## src/rtl/shift_pkg.sv

```systemverilog
// Package: shift_pkg
// Shared encodings for the universal shift register datapath.
//   mode_e  : fill-mode encodings (MODE_LOG / MODE_ARI / MODE_ROT / MODE_LG2)
//   state_e : multi-step shift FSM states (ST_IDLE / ST_RUN / ST_DONE)
//   DIR_R / DIR_L : shift direction constants
package shift_pkg;

  typedef enum logic [1:0] {
    MODE_LOG = 2'b00,
    MODE_ARI = 2'b01,
    MODE_ROT = 2'b10,
    MODE_LG2 = 2'b11   // aliases logical
  } mode_e;

  typedef enum logic [1:0] {
    ST_IDLE = 2'b00,
    ST_RUN  = 2'b01,
    ST_DONE = 2'b10
  } state_e;

  localparam logic DIR_R = 1'b0;  // toward Q[0]
  localparam logic DIR_L = 1'b1;  // toward Q[W-1]

endpackage

```

## src/rtl/shift_step_unit.sv

```systemverilog
// Module: shift_step_unit
// Combinational one-step shifter shared by the single-step and multi-step paths.
// Optional feature: SHIFT_ROTATE_EN (mode 10 rotates; otherwise mode 10 is logical).
// Ports:
//   q       in   W  current register value
//   dir     in   1  0 = right, 1 = left
//   mode    in   2  fill mode
//   si      in   1  serial input for logical fill
//   q_next  out  W  value after one step
//   out_bit out  1  bit shifted out this step
module shift_step_unit
  import shift_pkg::*;
#(
  parameter int W = 4
) (
  input  logic [W-1:0] q,
  input  logic         dir,
  input  logic [1:0]   mode,
  input  logic         si,
  output logic [W-1:0] q_next,
  output logic         out_bit
);

  logic fill;

  always_comb begin
    fill    = si;
    q_next  = q;
    out_bit = 1'b0;
    if (dir == DIR_L) begin
      out_bit = q[W-1];
      if (mode == MODE_ARI) begin
        fill = 1'b0;
`ifdef SHIFT_ROTATE_EN
      end else if (mode == MODE_ROT) begin
        fill = q[W-1];
`endif
      end
      q_next = {q[W-2:0], fill};
    end else begin
      out_bit = q[0];
      if (mode == MODE_ARI) begin
        fill = q[W-1];   // sign extension
`ifdef SHIFT_ROTATE_EN
      end else if (mode == MODE_ROT) begin
        fill = q[0];
`endif
      end
      q_next = {fill, q[W-1:1]};
    end
  end

endmodule

```

## src/rtl/univ_shift_reg.sv

```systemverilog
// Module: univ_shift_reg
// Universal shift register: parallel load, sync clear, single-step shift and
// multi-step shifts driven by a start/busy/done handshake.
// Optional feature: SHIFT_ROTATE_EN enables rotate for mode 10.
// Ports:
//   clk, resetn       clock, asynchronous active-low reset
//   clr, load, D      sync clear (aborts a run), parallel load of D
//   shift, dir, mode, si   single-step shift controls / serial input
//   start, shamt      begin multi-step shift of min(shamt, W) steps
//   busy, done        RUN indicator, one-cycle completion pulse
//   Q, so             register contents, last bit shifted out
module univ_shift_reg
  import shift_pkg::*;
#(
  parameter int W  = 4,
  parameter int CW = $clog2(W + 1)
) (
  input  logic          clk,
  input  logic          resetn,
  input  logic          clr,
  input  logic          load,
  input  logic [W-1:0]  D,
  input  logic          shift,
  input  logic          dir,
  input  logic [1:0]    mode,
  input  logic          si,
  input  logic          start,
  input  logic [CW-1:0] shamt,
  output logic          busy,
  output logic          done,
  output logic [W-1:0]  Q,
  output logic          so
);

  state_e        state_q, state_d;
  logic [CW-1:0] cnt_q, cnt_d;
  logic          dir_q, dir_d;
  logic [1:0]    mode_q, mode_d;
  logic [W-1:0]  q_d;
  logic          so_d;

  logic          step_dir;
  logic [1:0]    step_mode;
  logic [W-1:0]  step_q;
  logic          step_out;
  logic [CW-1:0] shamt_n;

  // During a run the latched direction/mode apply; otherwise the live inputs.
  assign step_dir  = (state_q == ST_RUN) ? dir_q  : dir;
  assign step_mode = (state_q == ST_RUN) ? mode_q : mode;
  assign shamt_n   = (shamt > CW'(W)) ? CW'(W) : shamt;

  shift_step_unit #(.W(W)) u_step (
    .q       (Q),
    .dir     (step_dir),
    .mode    (step_mode),
    .si      (si),
    .q_next  (step_q),
    .out_bit (step_out)
  );

  always_comb begin
    state_d = ST_IDLE;
    cnt_d   = cnt_q;
    dir_d   = dir_q;
    mode_d  = mode_q;
    q_d     = Q;
    so_d    = so;
    if (state_q == ST_RUN) begin
      if (clr) begin
        q_d  = '0;
        so_d = 1'b0;
        cnt_d = '0;
      end else begin
        q_d   = step_q;
        so_d  = step_out;
        cnt_d = cnt_q - CW'(1);
        state_d = (cnt_q == CW'(1)) ? ST_DONE : ST_RUN;
      end
    end else begin
      // IDLE and DONE accept commands identically: clr > load > start > shift.
      if (clr) begin
        q_d  = '0;
        so_d = 1'b0;
      end else if (load) begin
        q_d = D;
      end else if (start) begin
        dir_d   = dir;
        mode_d  = mode;
        cnt_d   = shamt_n;
        state_d = (shamt_n == '0) ? ST_DONE : ST_RUN;
      end else if (shift) begin
        q_d  = step_q;
        so_d = step_out;
      end
    end
  end

  always_ff @(posedge clk or negedge resetn) begin
    if (!resetn) begin
      state_q <= ST_IDLE;
      cnt_q   <= '0;
      dir_q   <= DIR_R;
      mode_q  <= MODE_LOG;
      Q       <= '0;
      so      <= 1'b0;
    end else begin
      state_q <= state_d;
      cnt_q   <= cnt_d;
      dir_q   <= dir_d;
      mode_q  <= mode_d;
      Q       <= q_d;
      so      <= so_d;
    end
  end

  assign busy = (state_q == ST_RUN);
  assign done = (state_q == ST_DONE);

endmodule

```

## config.mk

```make
export PLATFORM = sky130hd
export DESIGN_NAME = univ_shift_reg
export DESIGN_NICKNAME = d
export VERILOG_FILES = /design/src/rtl/shift_pkg.sv /design/src/rtl/shift_step_unit.sv /design/src/rtl/univ_shift_reg.sv
export SDC_FILE = /design/constraint.sdc
export NUM_CORES = 1
export LEC_CHECK = 0
export ABC_AREA = 1
export BUFFER_PORTS_ARGS = -buffer_cell sky130_fd_sc_hd__buf_2
export CAP_MARGIN = 15
export CORE_ASPECT_RATIO = 1.1
export CORE_MARGIN = 10
export CORE_UTILIZATION = 54
export CTS_CLUSTER_DIAMETER = 60
export DETAILED_ROUTE_END_ITERATION = 10
export PLACE_DENSITY = 0.83
export SYNTH_ARGS = -nofsm -noshare
export SYNTH_HDL_FRONTEND = slang
export SYNTH_SLANG_ARGS = --single-unit
```

## constraint.sdc

```tcl
create_clock -name clk -period 2.35 [get_ports clk]
set_clock_uncertainty 0.15 [all_clocks]
set_input_delay 0.1175 -clock clk [delete_from_list [all_inputs] [get_ports clk]]
set_output_delay 0.1175 -clock clk [all_outputs]
set_load 0.02 [all_outputs]
```

# == Yosys cells after proc, flatten, opt, wreduce, memory -nomap -nowiden ==
# Cells that the tools add are included.
# classes
magnitude_cmp,1
n_mux,31
bitwise_logic,3
add_sub_neg,1
n_eq_ne,9
n_shift,0
div,0
mul,0
reduce_logical,8
# ops
operator,count
4-bit 2-to-1 mux,7
3-bit 2-to-1 mux,6
2-bit 2-to-1 mux,8
1-bit 2-to-1 mux,10
"3-bit by 2-bit != test with 1-bit output, second input constant",2
3-bit AND reduction,2
"2-bit by 1-bit equality test with 1-bit output, second input constant",2
"2-bit by 1-bit != test with 1-bit output, second input constant",2
"4-bit by 3-bit != test with 1-bit output, second input constant",1
4-bit AND reduction,1
4-bit nonzero test,1
"3-bit by 1-bit equality test with 1-bit output, second input constant",1
"3-bit > comparator, second input constant",1
3-bit zero test,1
1-bit inverter,3
3-bit nonzero test,1
"3-bit by 1-bit subtractor with 3-bit output, second input constant",1
"2-bit equality test, second input constant",1
2-bit AND reduction,1
2-bit nonzero test,1
# totals
inputBits,17
wordCells,59
n_memories,0
latch_bits,0
mem_bits_ro,0
register_bits,13
out_inout_bits,7
ram_bits,0

# == Logic depth before layout (Yosys ltp) ==
# Gate-level depths: netlist (run 1).
# logic_depth
depth_word,10
mapped_depth,10
mapped_depth_nobuf,10

# == Modules after synthesis ==
# A second synthesis (run 1) with hierarchy kept.
# hier_totals
hier_cells,138
hier_area_um2,927.1
# by_module_without_submodules
module,seq_area_each_um2,cells_each,area_each_um2,instances
univ_shift_reg,325.3,118,840.8,1
shift_step_unit,0.0,20,86.3,1

# == Worst setup path after synthesis (run 1) ==
# Ideal clock, no wire load.
# synth_timing
path_kind,flip-flop to flip-flop
startpoint,register state_q[0]
endpoint,register Q[1]
synth_period_minus_slack_ns,1.362
n_path_buf,0
setup_time_ns,0.118
slack_ns,0.988
path_stages_with_launch,10
required_ns,2.082
t_arrival_ns,1.094
path_cell_list,dfrtp_1 > inv_2 > nor2_4 > nand2_1 > nand2_2 > nand2_1 > nand3_1 > nand2_1 > nand2_1 > o21ai_2
# synth_via
elab_chain_cells,8
elab_cells_between_ends,12
cone_classes,2 x eq/ne; 8 x mux; 2 x reduce/logical
# synth_rtl
item,line_no,source
"start, declared",univ_shift_reg.sv:35,"state_e state_q, state_d;"
"start signal, assigned",univ_shift_reg.sv:108,state_q <= state_d;
2-bit by 1-bit equality test with 1-bit output (*),n/a,
net busy,univ_shift_reg.sv:29,"output logic busy,"
1-bit 2-to-1 mux,univ_shift_reg.sv:49,assign step_dir = (state_q == ST_RUN) ? dir_q : dir;
4-bit 2-to-1 mux,shift_step_unit.sv:30,if (dir == DIR_L) begin
4-bit 2-to-1 mux,univ_shift_reg.sv:92,end else if (shift) begin
4-bit 2-to-1 mux,univ_shift_reg.sv:87,end else if (start) begin
4-bit 2-to-1 mux,univ_shift_reg.sv:85,end else if (load) begin
4-bit 2-to-1 mux,univ_shift_reg.sv:82,if (clr) begin
4-bit 2-to-1 mux,univ_shift_reg.sv:69,if (state_q == ST_RUN) begin
"end signal, assigned",univ_shift_reg.sv:112,Q <= q_d;
"end, declared",univ_shift_reg.sv:31,"output logic [W-1:0] Q,"
# The timed path passes the listed nets; every way through them passes the cells marked *. The select of a mux whose other input is x is not followed.
# A chain may end at the register's enable or synchronous reset.

# == Worst setup path after layout (run 1) ==
# layout_timing
startpoint,input shamt[1]
endpoint,register state_q[1]
# layout_via
elab_chain_cells,8
# layout_rtl
item,line_no,source
"start, declared",univ_shift_reg.sv:28,"input logic [CW-1:0] shamt,"
3-bit > comparator,univ_shift_reg.sv:51,assign shamt_n = (shamt > CW'(W)) ? CW'(W) : shamt;
3-bit 2-to-1 mux (*),univ_shift_reg.sv:51,
3-bit zero test (*),univ_shift_reg.sv:91,state_d = (shamt_n == '0) ? ST_DONE : ST_RUN;
2-bit 2-to-1 mux (*),univ_shift_reg.sv:91,
2-bit 2-to-1 mux (*),univ_shift_reg.sv:87,
2-bit 2-to-1 mux (*),univ_shift_reg.sv:85,
2-bit 2-to-1 mux (*),univ_shift_reg.sv:82,
2-bit 2-to-1 mux (*),univ_shift_reg.sv:69,
net state_d[1],univ_shift_reg.sv:35,
# The timed path passes the listed nets; every way through them passes the cells marked *.

==> metrics.yaml, run 1 <==
critPathArrivalTime_ps: 1740
ff_latch_area_um2: 325
place.gp.congestion: 0.832
synthFlopType: "dfrtp_1"
drc: 0
grt.overflow.total: 0
grt_pass1_wl_um: 3530
post_cts_resized: 0
ir_worst_vdd_v: 0.000387
wl_met3_um: 175
via_per_inst: 5.12
worst_slew_pin_slew_ps: 399
die_area_um2: 3600
cp.required_ps: 2400
ys_seq_elements: 13
cellPowerDensity_nw_per_um2: 627
finalSetupTns_ps: 0
portBuffers: 23
clock_latency_ps: 290
drv_slew: 0
rsz0062_at_grt: "false"
track_usage_pct: 12.5
vias: 860
crit_type: "input port to flip-flop"
antenna_left: 0
hold_viol_final: 0
core_um2: 1540
cts_tree: "done"
totalWireLength_um: 2150
fin_nets: 171
dp.cells: 159
grt_pass1_vias: 832
cts_sinks: 13
post-route-period-util_pct: 71.7
worstHoldPathType: "input port to flip-flop"
synth.net_count: 138
syn_to_final_growth_pct: 24.7
drt_iter0_markers: 25
synth_top_area_share_pct: 37.7
numCtsBuffers: 3
ys_types: 24
rows: 15
finalNonFillerCells: 168
dr.pass1.iters: 4
grt_start_max_net_pins: 14
async_flop_share_pct: 100
yosysTopAreaCell: "dfrtp_1"
final_util_pct: 69.8
synthesis.area_um2: 862
highest_layer: "met4"
met2_length_um: 1020
fin_crit_ps: 1680
max_freq_mhz: 594
routedWlPerCell_um: 12.8
antenna_cells: 0
h-tree-depth: 1
clockBufferDepth: 2
synthCells: 119
antenna_found_initial: 0
die_x_um: 58.1
wl_met1_um: 910
drive_gt1_share_pct: 28.5
root_buffer: "clkbuf_4"
p_leak_uw: 0.000583
synth_edf_count: 0
yosys_warnings: 0
start_kind: "input port"
relSlewSlack_pct: 73.2
fp.dieH_um: 61.9
initial_core_util_pct: 56.0
ys_seq_area_share_pct: 37.7
multi_input_area_um2: 462
endpoint_kind: "flip-flop"
crit_path_max_fanout: 2
yosys-top-cells-area: "dfrtp_1 38%, nand2_1 16%, inv_1 7.0%"
nFillCells: 130
setup_viol: 0
run_status: "finished, final reports clean"
max_cap_viol_count: 0
clkTransAtPathRegs_ps: 70
dp_hpwl_um: 1640
avgSynthCellArea_um2: 7.24
ioPinCount: 24
## cell usage after synthesis (2+ instances only)
master   instances
a21oi_1          2
dfrtp_1         13
ha_1             2
inv_1           16
inv_2            4
nand2_1         37
nand2_2          3
nand3_1          6
nor2_1          10
nor2_2           2
o21ai_0          9
o21ai_2          2
o22ai_1          2
## layer usage
metal,vias to the layer above,GRT usage (%)
met1,377,13.9
met5,-,0
met4,0,6.71
li1,439,-
met3,5,4.67
met2,39,20.6
## critical path, cell delays in order
cell and delay [ps]:
dlygate4sd3_1 540, buf_2 130, nor3_1 210, dlygate4sd3_1 580
inv_1 40, o22ai_1 110
## flip-flops by register name, summed over array words and instances (netlist names)
name and count:
Q 4, dir_q 1, cnt_q 3, so 1, state_q 2, mode_q 2
## cell usage in the layout, fill, tap and decap left out
master,instances
a21oi_1,2
a22oi_1,1
buf_2,23
clkbuf_1,1
clkbuf_4,3
dfrtp_1,13
dlygate4sd3_1,5
ha_1,2
inv_1,16
inv_2,4
mux2_1,1
nand2_1,37
nand2_2,3
nand2_4,1
nand3_1,6
nand3_2,1
nand4_4,1
nor2_1,10
nor2_2,2
nor2_4,1
nor3_1,1
nor3_2,1
o21ai_0,9
o21ai_1,1
o21ai_2,2
o22ai_1,2
o31ai_2,1
xor2_1,1
## cells by family (layout without fill, tap and decap cells)
logic type / Yosys count / count (layout) / share of synthesized area (%)
and+or+nand+nor: 64 / 64 / 35.6
buffers and inverters: 20 / 52 / 8.71
AOI/OAI and AO/OA: 18 / 18 / 12.8
DFF: 13 / 13 / 37.7
adders and majority gates: 2 / 2 / 2.90
xor gates and xnor gates: 1 / 1 / 1.02
muxes: 1 / 1 / 1.31
## power by group
group	internal (uW)	total, uW	switching, uW
clock network	66.0	143	76.5
registers	264	295	31.3
logic	90.0	236	146
total	420	674	254
## area by class of cell
cell class                 count  area share, %
clock buffer                   4           2.44
multi-input combinational     86           43.0
inverter                      20           6.98
tap                           17           1.98
timing repair buffer          28           15.4
sequential                    13           30.3
## stage by stage
| step | total power [uW] | hold slack [ps] | instance area (um^2) | worst slack [ps] |
|---|---|---|---|---|
| finish | 674 | 8.94 | 1070 | 666 |
| global route | 724 | 22.1 | 1070 | 583 |
| CTS | 677 | 6.54 | 1070 | 728 |
| detailed placement | 527 | -128 | 998 | 936 |
| global placement | 516 | -131 | 998 | 978 |
| floorplan | 453 | -328 | 862 | 988 |
## repair_timing
item | CTS | global route
buffers inserted | 0 | 0
hold buffers | 5 | 0
endpoints found under the hold margin | 16 | 0
## final timing paths
check	from	to	slack, ps	cells past startpoint
worst max-delay path	shamt[1]	state_q[1]	670	6
worst min-delay path	dir	dir_q	9	3
worst max register to register	state_q[0]	Q[3]	930	8
worst min register to register	mode_q[0]	mode_q[0]	360	1
max in group asynchronous	resetn	cnt_q[0]	1730	2
min in group asynchronous	resetn	mode_q[0]	90	2
(Power assumes the default switching activity.)
==> inputs of run 2 (changes only) <==
- CORE_UTILIZATION: 54 -> 50
- PLACE_DENSITY: 0.83 -> 0.78
- clock period: 2.35 -> 1.7 ns (I/O delays scaled with it)
==> run 2 against run 1 <==
  * The flow now finishes with violations (negative hold slack)
  * Register-to-register slack worse by 650 ps
  * Via count grew 0.12%
  * Utilization down 0.27 points
  * Die area is 5.3% higher
  * Total power grew 38%
  * Critical path type unchanged
  * Critical endpoint unchanged
  * Largest power group unchanged
==> metrics.yaml, run 2 (synthesized netlist as in run 1, its figures left out) <==
root_buffer: "clkbuf_4"  # unchanged
start_kind: "input port"  # unchanged
dr.pass1.iters: 4  # unchanged
die_area_um2: 3790  # was 3600 um^2
place.gp.congestion: 0.834  # was 0.832
max_stage_delay_ps: 570  # was 580 ps
ir_worst_vdd_v: 0.000536  # was 0.000387 V
cp.required_ps: 1760  # was 2400 ps
clock_latency_ps: 280  # was 290 ps
layout.cells.most_common: "nand2_1"  # unchanged
dp_hpwl_um: 1650  # was 1640 um
endpoint_kind: "flip-flop"  # unchanged
track_usage_pct: 11.9  # was 12.5%
finalNonFillerCells: 171  # was 168
portBuffers: 23  # unchanged
cts_tree: "done"  # unchanged
grt_start_max_net_pins: 14  # unchanged
worst_slew_pin_slew_ps: 410  # was 399 ps
r2r_cells: 8  # unchanged
setup_viol: 0  # unchanged
clockBufferDepth: 2  # unchanged
crit_type: "input port to flip-flop"  # unchanged
endpoint: "state_q[1]"  # unchanged
syn_to_final_growth_pct: 28.7  # was 24.7%
mostFrequentLayoutCells: "37 x nand2_1, 23 x buf_2, 16 x inv_1"  # unchanged
crit_path_max_fanout: 2  # unchanged
routedWlPerCell_um: 12.7  # was 12.8 um
hold_viol_final: 1  # was 0
path_buf_inv: 4  # unchanged
numCtsBuffers: 3  # unchanged
rsz0062_at_grt: "false"  # unchanged
antenna_found_initial: 0  # unchanged
h-tree-depth: 1  # unchanged
drt_iter0_markers: 17  # was 25
drv_slew: 0  # unchanged
whs_ps: -5.50  # was 8.94 ps
largest_register_ffs: 4  # unchanged
nFillCells: 131  # was 130
worstHoldPathType: "input port to flip-flop"  # unchanged
grt.overflow.total: 0  # unchanged
antenna_cells: 0  # unchanged
hold_start: "shamt[0]"  # was dir
critPathArrivalTime_ps: 1630  # was 1740 ps
ioPinCount: 24  # unchanged
cellPowerDensity_nw_per_um2: 837  # was 627 nW/um^2
die_x_um: 59.6  # was 58.1 um
post-route-period-util_pct: 92.6
p_leak_uw: 0.000596  # was 0.000583 uW
critical_path.slowest_cell: "dlygate4sd3_1"  # unchanged
r2r_end: "Q[3]"  # unchanged
crit_path_frequent_cell: "dlygate4sd3_1"  # unchanged
post_cts_buffers: 0  # unchanged
vias: 861  # was 860
core_um2: 1600  # was 1540 um^2
run_status: "complete, but fails checks"  # was finished, final reports clean
rrSetupSlack_ps: 280  # was 930 ps
drive_gt1_share_pct: 28.6  # was 28.5%
dp.cells: 159  # unchanged
totalWireLength_um: 2180  # was 2150 um
path_cells: "dlygate4sd3_1 > buf_2 > nor3_2 > dlygate4sd3_1 > inv_1 > o22ai_1"  # was dlygate4sd3_1 > buf_2 > nor3_1 > dlygate4sd3_1 > inv_1 > o22ai_1
drc: 0  # unchanged
regMostFlops: "Q"  # unchanged
antenna_left: 0  # unchanged
clkTransAtPathRegs_ps: 80  # was 70 ps
max_cap_viol_count: 0  # unchanged
critical_path_depth: 6  # unchanged
largestRegisters: "Q (4), cnt_q (3)"  # unchanged
cts_sinks: 13  # unchanged
fin_nets: 174  # was 171
initial_core_util_pct: 54.0  # was 56.0%
max_freq_mhz: 635
finalSetupTns_ps: 0  # unchanged
fin_crit_ps: 1570
grt_pass1_wl_um: 3730  # was 3530 um
violations: "negative hold slack"
via_per_inst: 5.04  # was 5.12
fp.dieH_um: 63.6  # was 61.9 um
rr_startpoint: "state_q[1]"  # was state_q[0]
rows: 15  # unchanged
cp-startpoint: "shamt[1]"  # unchanged
relSlewSlack_pct: 72.5  # was 73.2%
dpl-instance-area_um2: 998  # unchanged
grt_pass1_vias: 900  # was 832
path_delay_family: "buffers and inverters"  # unchanged
postLayoutCellArea_um2: 1110  # was 1070 um^2
[run 2: cell count changes in the layout (fill, tap and decap cells not counted), sizes merged]
cell	before	now
dlygate4sd3	5	8
[run 2: layer usage]
layer,GRT usage [%],share of wire (%)
met4,3.09,0.60
met3,5.01,6.9
met1,13.8,41
met5,0,0
met2,19.1,51
[run 2: layout make-up]
type,instances,area [um^2],area share [%]
Multi-Input combinational cell,86,467,42.1
Timing Repair Buffer,31,195,17.6
Clock buffer,4,26.3,2.37
Tap cell,17,21.3,1.92
Sequential cell,13,325,29.3
Inverter,20,75.1,6.76
[run 2: how the worst min path moves through the flow]
stage                            end  slack (ps)  cells past startpoint
final                     state_q[0]          -6                      3
after global routing            Q[1]          10                      5
after CTS                 state_q[0]         0.6                      3
after detailed placement  state_q[0]        -160                      1
after global placement    state_q[0]        -160                      1
after floorplan                 Q[0]        -360                      0
[run 2: repair_timing]
action / CTS / global route
hold buffers: 8 / 0
resized for setup: 0 / 1
setup endpoints to repair: 0 / 1
endpoints found under the hold margin: 19 / 0
[run 2: metrics by stage]
| step | utilization, % | worst slack, ps | power (uW) |
|---|---|---|---|
| global placement | 62.6 | 325 | 714 |
| finish | 69.6 | 125 | 929 |
| floorplan | - | 338 | 626 |
| detailed placement | 62.6 | 306 | 726 |
| global route | 69.6 | 12.9 | 997 |
| CTS | 69.3 | 112 | 932 |
[run 2: where the power goes]
group / switching, uW / total (uW) / leakage [uW] / internal [uW]
clock: 103 / 194 / 0.0000150 / 91.1
combinational: 200 / 328 / 0.000416 / 128
sequential: 42.0 / 407 / 0.000165 / 365
[run 2: tightest hold or removal path, stage by stage]
cell,delay (ps)
buf_2,100
nor3_2,40
o21ai_0,160
==> inputs of run 3 (changes only) <==
- CORE_UTILIZATION: 50 -> 45
- PLACE_DENSITY: 0.78 -> 0.74
- clock period: 1.7 -> 1.34 ns (I/O delays scaled with it)
==> run 3 against run 2 <==
  * The run ends with negative hold slack, negative setup slack left
  * Global-route usage is 0.69 points lower
  * Combinational power increased by 42%
  * Die area rose by 7.4%
  * Sequential power up 28%
  * Highest routed layer unchanged
  * Worst hold slack better by 2.9 ps
  * Routed wire length increased by 1.1%
  * Total power increased by 33%
  * Register-to-register slack worse by 330 ps
  * Final cell count is 4.1% higher
  * Clock-buffer cell count did not move
  * Critical path depth grew 2
==> metrics.yaml, run 3 (synthesized netlist as in run 1, its figures left out) <==
cp.required_ps: 1360  # was 1760 ps
cts_tree: "done"  # unchanged
drc: 0  # unchanged
dr.pass1.iters: 4  # unchanged
fin_total_pwr_uw: 1230  # was 929 uW
totalWireLength_um: 2200  # was 2180 um
antenna_found_initial: 0  # unchanged
rows: 16  # was 15
run_status: "complete, but fails checks"  # unchanged
p_leak_uw: 0.000627  # was 0.000596 uW
routedWlPerCell_um: 12.4  # was 12.7 um
max_freq_mhz: 718
initial_core_util_pct: 47.8  # was 54.0%
vias: 859  # was 861
crit_type: "flip-flop to flip-flop"  # was input port to flip-flop
relSlewSlack_pct: 72.2  # was 72.5%
rsz0062_at_grt: "true"  # was false
h-tree-depth: 1  # unchanged
core_um2: 1800  # was 1600 um^2
antenna_cells: 0  # unchanged
dpl-instance-area_um2: 1020  # was 998 um^2
postLayoutCellArea_um2: 1190  # was 1110 um^2
fin_crit_ps: 1390
regMostFlops: "Q"  # unchanged
critPathArrivalTime_ps: 1410  # was 1630 ps
drive_gt1_share_pct: 34.4  # was 28.6%
numCtsBuffers: 3  # unchanged
cts_sinks: 13  # unchanged
grt_start_max_net_pins: 14  # unchanged
grt_pass1_vias: 835  # was 900
ioPinCount: 24  # unchanged
die_x_um: 61.7  # was 59.6 um
die_area_um2: 4070  # was 3790 um^2
max_cap_viol_count: 0  # unchanged
syn_to_final_growth_pct: 38.5  # was 28.7%
largestRegisters: "Q (4), cnt_q (3)"  # unchanged
finalNonFillerCells: 178  # was 171
crit_path_max_fanout: 7  # was 2
fin_nets: 180  # was 174
root_buffer: "clkbuf_4"  # unchanged
worstHoldPathType: "input port to flip-flop"  # unchanged
largest_register_ffs: 4  # unchanged
r2r_cells: 8  # unchanged
grt_pass1_wl_um: 3580  # was 3730 um
track_usage_pct: 11.2  # was 11.9%
layout.cells.most_common: "nand2_1"  # unchanged
hold_viol_final: 1  # unchanged
grt.overflow.total: 0  # unchanged
rrSetupSlack_ps: -50  # was 280 ps
worst_slew_pin_slew_ps: 415  # was 410 ps
fp.dieH_um: 65.9  # was 63.6 um
cellPowerDensity_nw_per_um2: 1030  # was 837 nW/um^2
mostFrequentLayoutCells: "33 x nand2_1, 21 x buf_2, 16 x inv_1"  # was 37 x nand2_1, 23 x buf_2, 16 x inv_1
start_kind: "flip-flop"  # was input port
via_per_inst: 4.83  # was 5.04
whs_ps: -2.60  # was -5.50 ps
violations: "negative hold slack, negative setup slack"  # was negative hold slack
whs_path_depth: 5  # was 3
setup_viol: 6  # was 0
portBuffers: 23  # unchanged
clkTransAtPathRegs_ps: 90  # was 80 ps
endpoint_kind: "flip-flop"  # unchanged
post-route-period-util_pct: 104
setup_ws_ps: -52.7  # was 125 ps
clockBufferDepth: 2  # unchanged
drv_slew: 0  # unchanged
final_util_pct: 66.3  # was 69.6%
antenna_left: 0  # unchanged
dp_hpwl_um: 1720  # was 1650 um
clock_latency_ps: 270  # was 280 ps
dp.cells: 163  # was 159
drt_iter0_markers: 24  # was 17
ir_worst_vdd_v: 0.000744  # was 0.000536 V
place.gp.congestion: 0.800  # was 0.834
-- run 3: cell count changes in the layout (fill, tap and decap cells not counted), sizes merged --
cell / previous run / this run
dlygate4sd3: 8 / 9
buf: 23 / 28
-- run 3: power breakdown --
| part | internal (uW) | total (uW) | switching [uW] |
|---|---|---|---|
| registers | 463 | 521 | 57.7 |
| logic | 195 | 467 | 272 |
| clock network | 115 | 246 | 131 |
| total | 773 | 1230 | 461 |
-- run 3: per-stage QoR --
stage          TNS [ps]  setup slack, ps
2_1_floorplan     -34.6            -22.4
3_3_place_gp      -37.9            -22.2
3_5_place_dp       -147            -50.9
4_1_cts            -221            -66.7
5_1_grt           -1030             -143
6_report           -249            -52.7
-- run 3: worst paths after layout --
path                            startpoint         end
worst max-delay path            state_q[0]        Q[1]
worst min-delay path                  D[1]        Q[1]
worst min register to register   mode_q[1]   mode_q[1]
min in group asynchronous           resetn          so
worst max register to register  state_q[0]        Q[1]
max in group asynchronous           resetn  state_q[0]
-- run 3: metal layers --
layer  GRT usage, %  part of all wire, %  up-vias
met5              0                    0        -
met1           14.0                   45      375
li1               -                    -      457
met2           16.9                   47       23
met4           3.91                 0.86        0
met3           4.23                  7.2        4
-- run 3: critical path: stages, from the launching register on --
cell and delay [ps]:
dfrtp_2 450, inv_2 80, nor2_4 60, nor2_1 150, nand3_2 110, inv_2 130
nor2_1 50, nand2_1 70, o21ai_2 50
-- run 3: cell type report --
| class | count | area [um^2] |
|---|---|---|
| Clock buffer | 4 | 26.3 |
| Inverter | 20 | 75.1 |
| Tap cell | 18 | 22.5 |
| Sequential cell | 13 | 327 |
| Timing Repair Buffer | 37 | 251 |
| Fill cell | 149 | 608 |
| Multi-Input combinational cell | 86 | 492 |
-- run 3: repair_timing --
action                                  in CTS  in global routing
buffers inserted                             0                  2
hold buffers                                 9                  0
pin swaps                                    0                  6
endpoints found under the setup margin       6                 10
hold endpoints to repair                    20                  0
resized for setup                            0                 16
